--- src/rtl/cpu_types_pkg.sv ---
// Shared types for the request sequencer that sits between the control unit and the caches.
package cpu_types_pkg;

    typedef enum logic [1:0] {
        FETCH = 2'd0,
        DATA  = 2'd1,
        HALT  = 2'd2
    } req_state_t;

endpackage

--- src/rtl/sat_counter.sv ---
// Up-counter that sticks at all-ones instead of wrapping; used for performance counters.
module sat_counter #(
    parameter int W = 32
) (
    input  logic         CLK,
    input  logic         nRST,
    input  logic         en,
    input  logic         clr,
    output logic [W-1:0] q
);

    always_ff @(posedge CLK or negedge nRST) begin
        if (!nRST) begin
            q <= '0;
        end else if (clr) begin
            q <= '0;
        end else if (en && (q != {W{1'b1}})) begin
            q <= q + 1'b1;
        end
    end

endmodule

--- src/rtl/request_unit.sv ---
// Memory-request sequencer: turns control-unit fetch/load/store/halt intent plus cache
// hits into memory enables, PC advance, sticky halt/error and saturating perf counters.
//
//  state | meaning
//  FETCH | instruction fetch in flight; retire non-memory instructions on ihit
//  DATA  | registered load/store held on the bus until dhit
//  HALT  | everything idle; only reset leaves
module request_unit
    import cpu_types_pkg::*;
#(
    parameter int PERF_W  = 32,
    parameter int TIMEOUT = 64
) (
    input  logic              CLK,
    input  logic              nRST,
    input  logic              iread,
    input  logic              dread,
    input  logic              dwrite,
    input  logic              halt,
    input  logic              ihit,
    input  logic              dhit,
    output logic              imemREN,
    output logic              dmemREN,
    output logic              dmemWEN,
    output logic              pc_en,
    output logic              halt_out,
    output logic              err,
    output logic [PERF_W-1:0] instr_count,
    output logic [PERF_W-1:0] stall_count
);

    localparam int                WAIT_W    = $clog2(TIMEOUT + 1);
    localparam logic [WAIT_W-1:0] WAIT_LOAD = WAIT_W'(TIMEOUT);
    localparam logic [WAIT_W-1:0] WAIT_LAST = WAIT_W'(1);

    req_state_t        state, state_nx;
    logic              set_rd, set_wr, set_err, set_halt, stall;
    logic [WAIT_W-1:0] wait_cnt;

    always_ff @(posedge CLK or negedge nRST) begin
        if (!nRST) begin
            state <= FETCH;
        end else begin
            state <= state_nx;
        end
    end

    always_comb begin
        state_nx = state;
        imemREN  = 1'b0;
        pc_en    = 1'b0;
        set_rd   = 1'b0;
        set_wr   = 1'b0;
        set_err  = 1'b0;
        set_halt = 1'b0;
        stall    = 1'b0;
        case (state)
            FETCH: begin
                imemREN = iread;
                stall   = iread & ~ihit;
                if (ihit) begin
                    // halt outranks any memory op; a store outranks a simultaneous load
                    if (halt) begin
                        state_nx = HALT;
                        set_halt = 1'b1;
                    end else if (dwrite) begin
                        state_nx = DATA;
                        set_wr   = 1'b1;
                        set_err  = dread;
                    end else if (dread) begin
                        state_nx = DATA;
                        set_rd   = 1'b1;
                    end else begin
                        pc_en = 1'b1;
                    end
                end
            end
            DATA: begin
                stall = ~dhit;
                if (dhit) begin
                    pc_en    = 1'b1;
                    state_nx = FETCH;
                end else if (wait_cnt == WAIT_LAST) begin
                    set_err = 1'b1;
                end
            end
            HALT: begin
                state_nx = HALT;
            end
            default: begin
                state_nx = FETCH;
            end
        endcase
        if (!nRST) begin
            imemREN = 1'b0;
            pc_en   = 1'b0;
        end
    end

    // Timeout down-counter: reloaded outside DATA, terminal count flags the error once.
    always_ff @(posedge CLK or negedge nRST) begin
        if (!nRST) begin
            wait_cnt <= WAIT_LOAD;
        end else if (state != DATA) begin
            wait_cnt <= WAIT_LOAD;
        end else if (!dhit && (wait_cnt != '0)) begin
            wait_cnt <= wait_cnt - 1'b1;
        end
    end

    always_ff @(posedge CLK or negedge nRST) begin
        if (!nRST) begin
            dmemREN  <= 1'b0;
            dmemWEN  <= 1'b0;
            halt_out <= 1'b0;
            err      <= 1'b0;
        end else begin
            if (set_rd || set_wr) begin
                dmemREN <= set_rd;
                dmemWEN <= set_wr;
            end else if ((state == DATA) && dhit) begin
                dmemREN <= 1'b0;
                dmemWEN <= 1'b0;
            end
            if (set_halt) begin
                halt_out <= 1'b1;
            end
            if (set_err) begin
                err <= 1'b1;
            end
        end
    end

    sat_counter #(.W(PERF_W)) u_instr_cnt (
        .CLK  (CLK),
        .nRST (nRST),
        .en   (pc_en),
        .clr  (1'b0),
        .q    (instr_count)
    );

    sat_counter #(.W(PERF_W)) u_stall_cnt (
        .CLK  (CLK),
        .nRST (nRST),
        .en   (stall),
        .clr  (1'b0),
        .q    (stall_count)
    );

endmodule

--- config.mk ---
export PLATFORM = sky130hd
export DESIGN_NAME = request_unit
export DESIGN_NICKNAME = d
export VERILOG_FILES = /design/src/rtl/cpu_types_pkg.sv /design/src/rtl/sat_counter.sv /design/src/rtl/request_unit.sv
export SDC_FILE = /design/constraint.sdc
export NUM_CORES = 1
export LEC_CHECK = 0
export BUFFER_PORTS_ARGS = -buffer_cell sky130_fd_sc_hd__buf_4
export CAP_MARGIN = 20
export CORE_ASPECT_RATIO = 0.6
export CORE_MARGIN = 10
export CORE_UTILIZATION = 55
export DETAILED_ROUTE_END_ITERATION = 12
export PLACE_DENSITY = 0.8
export SYNTH_ARGS = -nofsm -noshare
export SYNTH_HDL_FRONTEND = slang
export SYNTH_SLANG_ARGS = --single-unit
--- constraint.sdc ---
create_clock -name CLK -period 2.5 [get_ports CLK]
set_clock_uncertainty 0.05 [all_clocks]
set_input_delay 0.5 -clock CLK [delete_from_list [all_inputs] [get_ports CLK]]
set_output_delay 0.5 -clock CLK [all_outputs]
set_load 0.02 [all_outputs]
Word level (Yosys, flattened, before mapping)
Cells that the tools add are included.
W data, S select, Z words.
{ "word_totals": {"word_cells": 73, "memories": 0, "rom_bits": 0, "latch_bits": 0, "inputBits": 8, "register_bits": 77, "ramBits": 0} }
{ "classes": {"mux": 39, "n_addsub": 3, "n_shift": 0, "n_bitwise": 3, "order_cmp": 0, "div_mod_pow": 0, "eq_ne": 9, "mul": 0, "n_reduce_logical": 11} }
{ "op_table": {"columns": ["cell", "count"], "rows": [
  ["$add A32 B1 Y32 const B", 2],
  ["$ne A32 B32 Y1 const B", 2],
  ["$mux W1", 28],
  ["$mux W7", 2],
  ["$mux W2", 5],
  ["$eq A7 B1 Y1 const B", 1],
  ["$reduce_bool A7 Y1", 1],
  ["$sub A7 B1 Y7 const B", 1],
  ["$pmux W1 S2", 3],
  ["$pmux W2 S3", 1],
  ["$logic_and A1 B1 Y1", 4],
  ["$ne A2 B2 Y1 const B", 2],
  ["$ne A4 B4 Y1 const B", 1],
  ["$reduce_bool A2 Y1", 2],
  ["$reduce_and A3 Y1", 1],
  ["$eq A2 B1 Y1 const B", 1],
  ["$eq A2 B2 Y1 const B", 1],
  ["$logic_not A2 Y1", 1],
  ["$ne A2 B1 Y1 const B", 1],
  ["$not A1 Y1", 2],
  ["$and A1 B1 Y1", 1],
  ["$logic_not A1 Y1", 1],
  ["$logic_or A1 B1 Y1", 1]
]} }

Logic depth before layout (Yosys ltp)
Gate-level depths: netlist of run 1.
{ "logic_depth": {"ltp_word": 7, "depth_mapped": 7} }

Hierarchy
From an unflattened synthesis of run 1, not the netlist that was laid out.
{ "unflattened": {"hier_cells": 472, "hier_area_um2": 4436.8} }
{ "by_module_without_submodules": {"columns": ["mod", "area_each_um2", "cells_each", "seq_area_each_um2", "instances"], "rows": [
  ["sat_counter", 1854.3, 198, 800.8, 2],
  ["request_unit", 728.2, 76, 326.6, 1]
]} }

Worst setup path after synthesis of run 1
Ideal clock, no wire load.
{ "synth_timing": {"path_type": "reg-to-reg", "startpoint": "register u_instr_cnt.q[0]", "endpoint": "register u_instr_cnt.q[28]", "arrival_ns": 1.883, "slack_ns": 0.442, "setup_time_ns": 0.125, "path_stages_with_launch": 7, "path_cell_list": "dfrtp_1 ha_1 nand2_1 or3_1 nor4_4 nand2_2 mux2_4"} }
{ "synth_between": {"elab_chain_len": 2, "elab_cells_between_ends": 3} }
{ "synth_rtl": {"columns": ["item", "line", "source"], "rows": [
  ["from (decl)", "sat_counter.sv:9", "output logic [W-1:0] q"],
  ["from (signal assigned)", "sat_counter.sv:18", "q <= q + 1'b1;"],
  ["branches (longest 2 deep; another with $add A32 B1 Y32)", null, null]
]} }
Parallel ways; which one is timed is not known.
A chain may end at the register's enable or synchronous reset.

Final worst setup path of run 1
{ "layout_timing": {"startpoint": "register state[1]", "endpoint": "output pc_en"} }
{ "layout_between": {"elab_chain_len": 3, "elab_cells_between_ends": 4} }
{ "layout_rtl": {"columns": ["item", "line", "source"], "rows": [
  ["from (decl)", "request_unit.sv:36", "req_state_t state, state_nx;"],
  ["from (signal assigned)", "request_unit.sv:44", "state <= state_nx;"],
  ["$eq A2 B1 Y1 or $logic_not A2 Y1 (tied branches)", "request_unit.sv:57", "case (state)"],
  ["$pmux W1 S2 *", "request_unit.sv:57", null],
  ["$mux W1 *", "request_unit.sv:94", "if (!nRST) begin"],
  ["to (decl)", "request_unit.sv:25", "output logic pc_en,"]
]} }
Mark *: on every way between the ends. The rest lies on a longest branch, timed or not.

==> summary by stage, run 1 <==
Timing
The final-report max-slew violation count came to 0. The number of hold violations in the final report is 0. Setup repair after global routing left no endpoint under its margin. The remaining max-slew budget at the tightest pin is 41.70%. Setup violations remaining at the end of the flow were counted as 0. The final total negative setup slack is 0 ns. The final critical path takes up 92.56% of the cycle.

At the pin with the least slew margin, the transition time is 0.8745 ns. The time the final worst path needs with I/O delays and setup is 2.314 ns. For this run, the top clock speed supported by timing is roughly 430 MHz.

Clock tree
Once the clock tree was built, the setup fixing pass inserted 0 buffers. TritonCTS built the clock tree. CTS built an H-tree with a depth of 3.

The maximum clock path buffer count is 2. The source-to-sink clock delay at the later pin of the worst-skew pair is 0.33 ns. The post-cts sizing count is 0. After clock tree synthesis, the clock-pin slew on the worst setup and hold paths is 0.05 ns. In this run, CTS created clock tree buffers numbering 9.

Buffers inserted to repair hold after CTS numbered 1. The clock drives 77 sinks. The clock root buffer is sky130_fd_sc_hd__clkbuf_16.

Synth
Yosys attributes the largest share of cell area to sky130_fd_sc_hd__dfrtp_1, sky130_fd_sc_hd__xnor2_1, sky130_fd_sc_hd__xor2_1. The main combinational cell family by area after synthesis is simple AND/OR/NAND/NOR gates. The mux cell area share after synthesis is 1.280%. For this run, asynchronously set or reset flops after synthesis account for between 90% and 100%.

sky130_fd_sc_hd__dfrtp_1 takes more of the synthesized area than any other cell. The area fraction in compound gates after synthesis is ~7.5%. The count of synthesis-stage warnings from yosys is 0. After synthesis the netlist holds a flip-flop and latch count of 77. The instance count of the mapped netlist is 351. The average instance in the mapped netlist occupies roughly 11 µm². In this run the biggest area consumer among cell types represents 49.87% of the synthesized area. The area fraction in and, or, nand and nor cells after synthesis is 25.20%. The most used flip-flop cell after synthesis is sky130_fd_sc_hd__dfrtp_1. The area of the mapped netlist is 3814 µm². The xor and xnor fraction of the mapped netlist area is 13.09%. The count of flip-flops with a built-in enable after synthesis is 0. The share of the Yosys chip area taken by registers is 50.56%. The number of distinct library cells after synthesis is 54. Synthesis produced a netlist with a net count of 363.

The adder-cell share of the synthesized area is 1.312%.

Run status
The flow ran to the end, and the final reports show no timing, DRC or antenna violations.

Worst hold path
The worst hold path stage count is 2. For hold timing, the worst endpoint is dmemREN. In this run the worst hold path is classified as input port to flip-flop. The startpoint identified for the worst hold timing path is dwrite.

Setup path
Data arrives at the worst endpoint at 1.76 ns. The slowest stage cell on the critical path is sky130_fd_sc_hd__dfrtp_1. The source of the worst register-to-register timing path is u_stall_cnt.q[0]. For this run, the slowest stage of the critical path takes 0.50 ns. The setup path with the least slack is of type flip-flop to primary output. The worst register-to-register path has a depth of 6. The critical-path maximum fanout is 8. The nature of the critical path endpoint is a primary output.

The end of the worst register-to-register path is u_stall_cnt.q[13]. The critical path contains buffers and inverters numbering 2 combined. Across all register-to-register paths, the minimum setup slack is between 0.2 and 0.25 ns. The kind of launch point of the worst setup path is a flip-flop.

In this design, the largest share of critical-path delay is due to flip-flops. The signal on the critical path passes through nor4b_4 -> a32oi_4 -> inv_2 -> buf_4. The critical path required time is between 1.5 and 2 ns.

Cells and area
In the layout the commonest cells are sky130_fd_sc_hd__buf_4, sky130_fd_sc_hd__dfrtp_1, sky130_fd_sc_hd__nand2_1, sky130_fd_sc_hd__xnor2_1, sky130_fd_sc_hd__nor2_1. The area taken by flip-flops and latches is 1928 µm². The multi-input logic area is 1844 µm².

The area growth from synthesis to layout is 26.35%. In the final layout, the share of cells above drive strength 1 is 26.85%. The filler cells instantiated in the layout total 481. The number of nets at the end of the flow is ~460. The end-of-flow core utilization is about 72%.

The leading cell type in the layout, fill and taps excluded is sky130_fd_sc_hd__buf_4. The number of antenna diodes in the final layout is 0.

Detailed routing
The via density per instance is 5.852. The residual antenna-violating net count after detailed routing is 0. The detailed router finished its first iteration with 289 violations.

The detailed-router iteration count before antenna repair is 4. The average detailed-routed wire length per instance is 18.28 µm. The total via count after detailed routing is 3125.

The sum of routed wire length over all layers is a little under 10000 µm. The DRC violation count after routing is 0.

Place
The post-detailed-placement half-perimeter wirelength is ~7300 µm. At the end of routability-driven placement, the weighted congestion stood at 0.8678. In this run the tool buffered the top-level ports with 77 buffer cells.

Global routing
The largest net degree at the start of global routing is between 70 and 80. The combined global-route utilization of all metal layers is 18.33%. The first global-routing pass estimated 15970 µm of wire.

The initial antenna violation count is 0. The via count of the first global-routing pass is 3096. Summed over all layers, the global routing overflow is 0.

Die
The area of the core is ~6700 µm². Once the floorplan was initialized, standard cells occupied 56.88% of the core. The overall die area is 10770 µm².

The die is 127.5 µm wide. The number of placement rows is 23. The die extent in y is 84.50 µm. 78 I/O pins were placed.

Power and ir drop
The switching power of the nets is between 0.7 and 0.8 mW. Net switching is 24.96% of the power. The relative contribution of the clock network to total power is 41.5%. The combinational power share is 12.2%. Registers are responsible for 46.3% of the overall power. The cell-internal power is approximately 2.3 mW. The peak supply drop is 0.4760 mV. Dividing total power by cell area gives a power density of 625.4 nW/µm². The analysis attributes to cell leakage a power of ~2.3 nW.

Flow run
The total of max-cap violations is 0.
[per-stage QoR]
| step | hold WS, ns | setup slack (ns) | instances | cell area (µm²) | power, mW |
|---|---|---|---|---|---|
| detailed placement | 0.3042 | 0.2615 | 519 | 4527 | 1.784 |
| floorplan | 0.1544 | 0.4419 | 351 | 3814 | 1.588 |
| global route | 0.3597 | 0.09732 | 534 | 4818 | 3.131 |
| global placement | 0.3010 | 0.3234 | 519 | 4527 | 1.777 |
| CTS | 0.3408 | 0.1874 | 534 | 4818 | 3.041 |
| finish | 0.3477 | 0.1859 | 534 | 4818 | 3.014 |
[power groups by stage]
stage | logic, mW | clock network [mW] | registers, mW
2_1_floorplan | 0.108 | 0 | 1.48
3_3_place_gp | 0.366 | 0 | 1.41
3_5_place_dp | 0.372 | 0 | 1.41
4_1_cts | 0.375 | 1.27 | 1.39
5_1_grt | 0.403 | 1.32 | 1.41
6_report | 0.368 | 1.25 | 1.39
[sequential cells by signal (all words and copies together) (netlist names)]
signal and cells:
u_instr_cnt.q 32, u_stall_cnt.q 32, wait_cnt 7, state 2
dmemREN 1, dmemWEN 1, err 1, halt_out 1
[per-layer routing]
metal	part of all wire [%]	up-vias	track usage (%)
li1	-	1460	-
met5	0	-	0
met1	47	1558	25.06
met2	44	101	26.03
met3	8.1	6	7.345
met4	0.74	0	5.252
[worst max path at each step]
stage / startpoint / endpoint / slack [ns] / cells after the start
after floorplan: u_instr_cnt.q[0] / u_instr_cnt.q[28] / 0.44 / 6
after global placement: nRST / u_instr_cnt.q[28] / 0.32 / 6
after detailed placement: nRST / u_instr_cnt.q[28] / 0.26 / 6
after CTS: state[1] / pc_en / 0.19 / 4
after global routing: state[1] / pc_en / 0.1 / 4
final: state[1] / pc_en / 0.19 / 4
[cells in the mapped netlist, drive strengths merged (4+ instances only)]
| cell | n |
|---|---|
| a21oi | 7 |
| xor2 | 22 |
| nand2 | 36 |
| nand3 | 22 |
| nor4 | 5 |
| nor3 | 17 |
| inv | 8 |
| xnor2 | 35 |
| mux2 | 4 |
| or3 | 4 |
| and4 | 7 |
| nand4 | 23 |
| ha | 4 |
| dfrtp | 76 |
| and3 | 10 |
| a41oi | 4 |
| nor2 | 27 |
| and2 | 4 |
[cells by family after synthesis]
group | count (synthesis)
AOI/OAI and AO/OA | 33
xor gates and xnor gates | 57
adders and majority gates | 4
buffers and inverters | 9
DFF | 77
muxes | 4
and+or+nand+nor | 167
[layout make-up]
| type | instances | area share, % |
|---|---|---|
| Tap cell | 87 | 2.259 |
| Multi-Input combinational cell | 265 | 38.28 |
| Inverter | 8 | 0.6232 |
| Clock inverter | 2 | 0.7271 |
| Sequential cell | 77 | 40.02 |
| Clock buffer | 12 | 5.116 |
| Timing Repair Buffer | 83 | 12.98 |
No activity file was read; power rests on OpenSTA's default activity.
==> inputs of run 2 (changes only) <==
clock period = 2.39 ns   (was 2.5 ns; I/O delays follow)
==> run 2 against run 1 <==
Compared with the run above:
- critical path depth is the same
- hold slack got worse by 0.24 ns
- register-to-register slack gained 0.02 ns
- sequential share of layout area down 0.25 points
- wire length decreased by 1.7%
- die area unchanged
- clock-buffer cell count unchanged
- worst setup slack worse by 0.037 ns
- core utilization increased by 0.45 points
- power is 5.8% higher
==> summary by stage, run 2 (synthesis gave the netlist of run 1 again) <==
Setup path
The nature of the critical path endpoint is a primary output. The critical-path maximum fanout is 8 (unchanged). The critical path required time is 1.86 ns (-0.09 ns). The worst setup path is of the flip-flop to primary output kind.

The total buffers and inverters traversed by the critical path is 2 (unchanged). The slowest stage cell on the critical path is sky130_fd_sc_hd__dfrtp_1. The family with the most delay on the worst path is flip-flops.

The kind of launch point of the worst setup path is a flip-flop. The arrival time of the worst setup path is 1.71 ns (-0.05 ns). Traced cell by cell, the critical path runs through nor2b_4 -> a32oi_4 -> inv_2 -> buf_4. The maximum cell stage delay along the critical path is 0.47 ns (-0.03 ns).

Cells and area
The top cell types in the final layout, fill and taps aside, are sky130_fd_sc_hd__buf_4, sky130_fd_sc_hd__dfrtp_1, sky130_fd_sc_hd__nand2_1, sky130_fd_sc_hd__xnor2_1, sky130_fd_sc_hd__nor2_1. The area taken by flip-flops and latches is 1928 µm² (unchanged). The number of fillers in the final layout came to 491 (+2.1%).

In the final layout, the registers with the most flip-flops are u_instr_cnt.q (32), u_stall_cnt.q (32), wait_cnt (7). The signed area change from the synthesized netlist to the final layout is 27.13%. The multi-input logic area is 1844 µm² (unchanged). The library cell used most frequently in the layout, excluding fill and tap cells, is sky130_fd_sc_hd__buf_4. The number of nets at the end of the flow is 460 (+0.88%). The fraction of final layout cells with drive strength greater than 1 is 27.49% (+0.65 points).

The number of antenna diodes is 0 (unchanged).

Detailed routing
The total via count after detailed routing is 3152 (+0.86%). The detailed-router iteration count before antenna repair came to 6 (+2). The via density per instance is 5.859 (+0.11%). The number of DRC markers after the initial detailed-route iteration was 256 (-11%).

The average detailed-routed wire length per instance is 17.83 µm (-2.5%). The residual antenna-violating net count after detailed routing is 0 (unchanged). The sum of routed wire length over all layers is 9593 µm (-1.7%). The DRC violation count after routing is 0 (unchanged).

Clock tree
The source-to-sink clock delay at the later pin of the worst-skew pair is 0.34 ns (about the same). The post-CTS clock slew at the launch and capture registers of the worst setup and hold paths is 0.06 ns (about the same). The clock sink count is 77 (unchanged). The TritonCTS clock tree is done. The post-cts sizing count is 0 (unchanged). The maximum clock path buffer count is 2 (unchanged).

The H-tree level count is 3 (unchanged). The number of buffers created by CTS is 9 (unchanged). The clock root buffer is sky130_fd_sc_hd__clkbuf_16.

Flow run
The total of max-cap violations came to 0 (unchanged).

Power and ir drop
The peak supply drop is 0.4977 mV (+4.6%). The ratio of total power to cell area is 657.4 nW/µm² (+5.1%). The leakage power summed over all cells is 2.313 nW (+0.86%).

Timing
The time the final worst path needs with I/O delays and setup is 2.241 ns. Setup repair after global routing left no endpoint under its margin. The final total negative setup slack is 0 ns (unchanged). The final setup violation count came to 0 (unchanged). The number of hold violations in the final report is 0 (unchanged).

The smallest setup slack after layout was 0.1490 ns (-0.03698 ns). The final-report max-slew violation count is 0 (unchanged). The final critical path takes up 93.77% of the cycle. The slew at the pin with the worst max-slew slack came to 0.8056 ns (-0.06898 ns). The maximum operating frequency is between 400 and 500 MHz. The remaining max-slew budget at the tightest pin is 46.30% (+4.6 points).

Place
The number of I/O port buffers is 77 (unchanged). The post-detailed-placement half-perimeter wirelength was 7169 µm (-1.5%). The post-place setup slack is 0.2176 ns (-0.04388 ns). The final RePlAce weighted congestion came to 0.8585 (-1.1%).

Worst hold path
The worst hold path belongs to the class input port to asynchronous set/reset pin.

Global routing
The largest net degree at the start of global routing is 65 (-8.5%). The initial antenna violation count is 0 (unchanged). The residual overflow from global routing is 0 (unchanged). The first-pass GRT wire length was 15800 µm (-1.0%). The combined global-route utilization of all metal layers came to 18.04% (-0.29 points). The via count of the first global-routing pass is 3059 (-1.2%).

Die
The overall die area is 10770 µm² (unchanged). The overall die width is 127.5 µm (unchanged). The starting density of the core is 56.88% (unchanged). The number of ports placed on the die boundary came to 78 (unchanged). The number of placement rows is 23 (unchanged).

The area of the core is 6705 µm² (unchanged). The die extent in y is 84.50 µm (unchanged).

Run status
The run finished with clean final reports.
==> run 2: layout make-up <==
class                      instances  area share, %
sequential                        77          39.77
clock buffer                      12          5.084
multi-input combinational        265          38.04
tap                               87          2.245
timing repair buffer              87          13.52
inverter                           8         0.6194
clock inverter                     2         0.7226
==> run 2: metrics by stage <==
stage | area (µm²) | total power [mW] | hold slack (ns) | instances | util (%)
5_1_grt | 4848 | 3.302 | 0.1200 | 538 | 72.31
4_1_cts | 4848 | 3.208 | 0.1005 | 538 | 72.31
2_1_floorplan | 3814 | 1.661 | 0.1324 | 351 | -
3_5_place_dp | 4557 | 1.882 | 0.2496 | 523 | 67.96
6_report | 4848 | 3.187 | 0.1105 | 538 | 72.31
3_3_place_gp | 4557 | 1.869 | 0.2487 | 523 | 67.96
==> run 2: report_power, final <==
group | internal, mW | switching [mW] | total, mW
registers | 1.38 | 0.0782 | 1.46
logic | 0.176 | 0.229 | 0.405
clock network | 0.824 | 0.503 | 1.33
total | 2.38 | 0.811 | 3.19
==> run 2: final timing paths <==
path,startpoint,end,slack (ns),cells past startpoint
max in group asynchronous,nRST,u_stall_cnt.q[4],1.39,2
worst max register to register,u_instr_cnt.q[1],u_instr_cnt.q[28],0.25,6
worst min-delay path,nRST,u_instr_cnt.q[4],0.11,2
worst min register to register,err,err,0.43,1
min in group CLK,dwrite,dmemREN,0.33,2
worst max-delay path,state[0],pc_en,0.15,4
==> run 2: per-layer routing <==
metal	vias up	GRT usage (%)	wire, µm
li1	1464	-	-
met1	1556	24.69	4456
met2	122	24.92	4101
met3	10	7.910	930
met4	0	5.561	105
met5	-	0	0
==> run 2: what timing repair did <==
item,CTS,global route
setup buffers,0,0
endpoints found under the hold margin,1,0
hold buffers,1,0
setup endpoints to repair,0,0
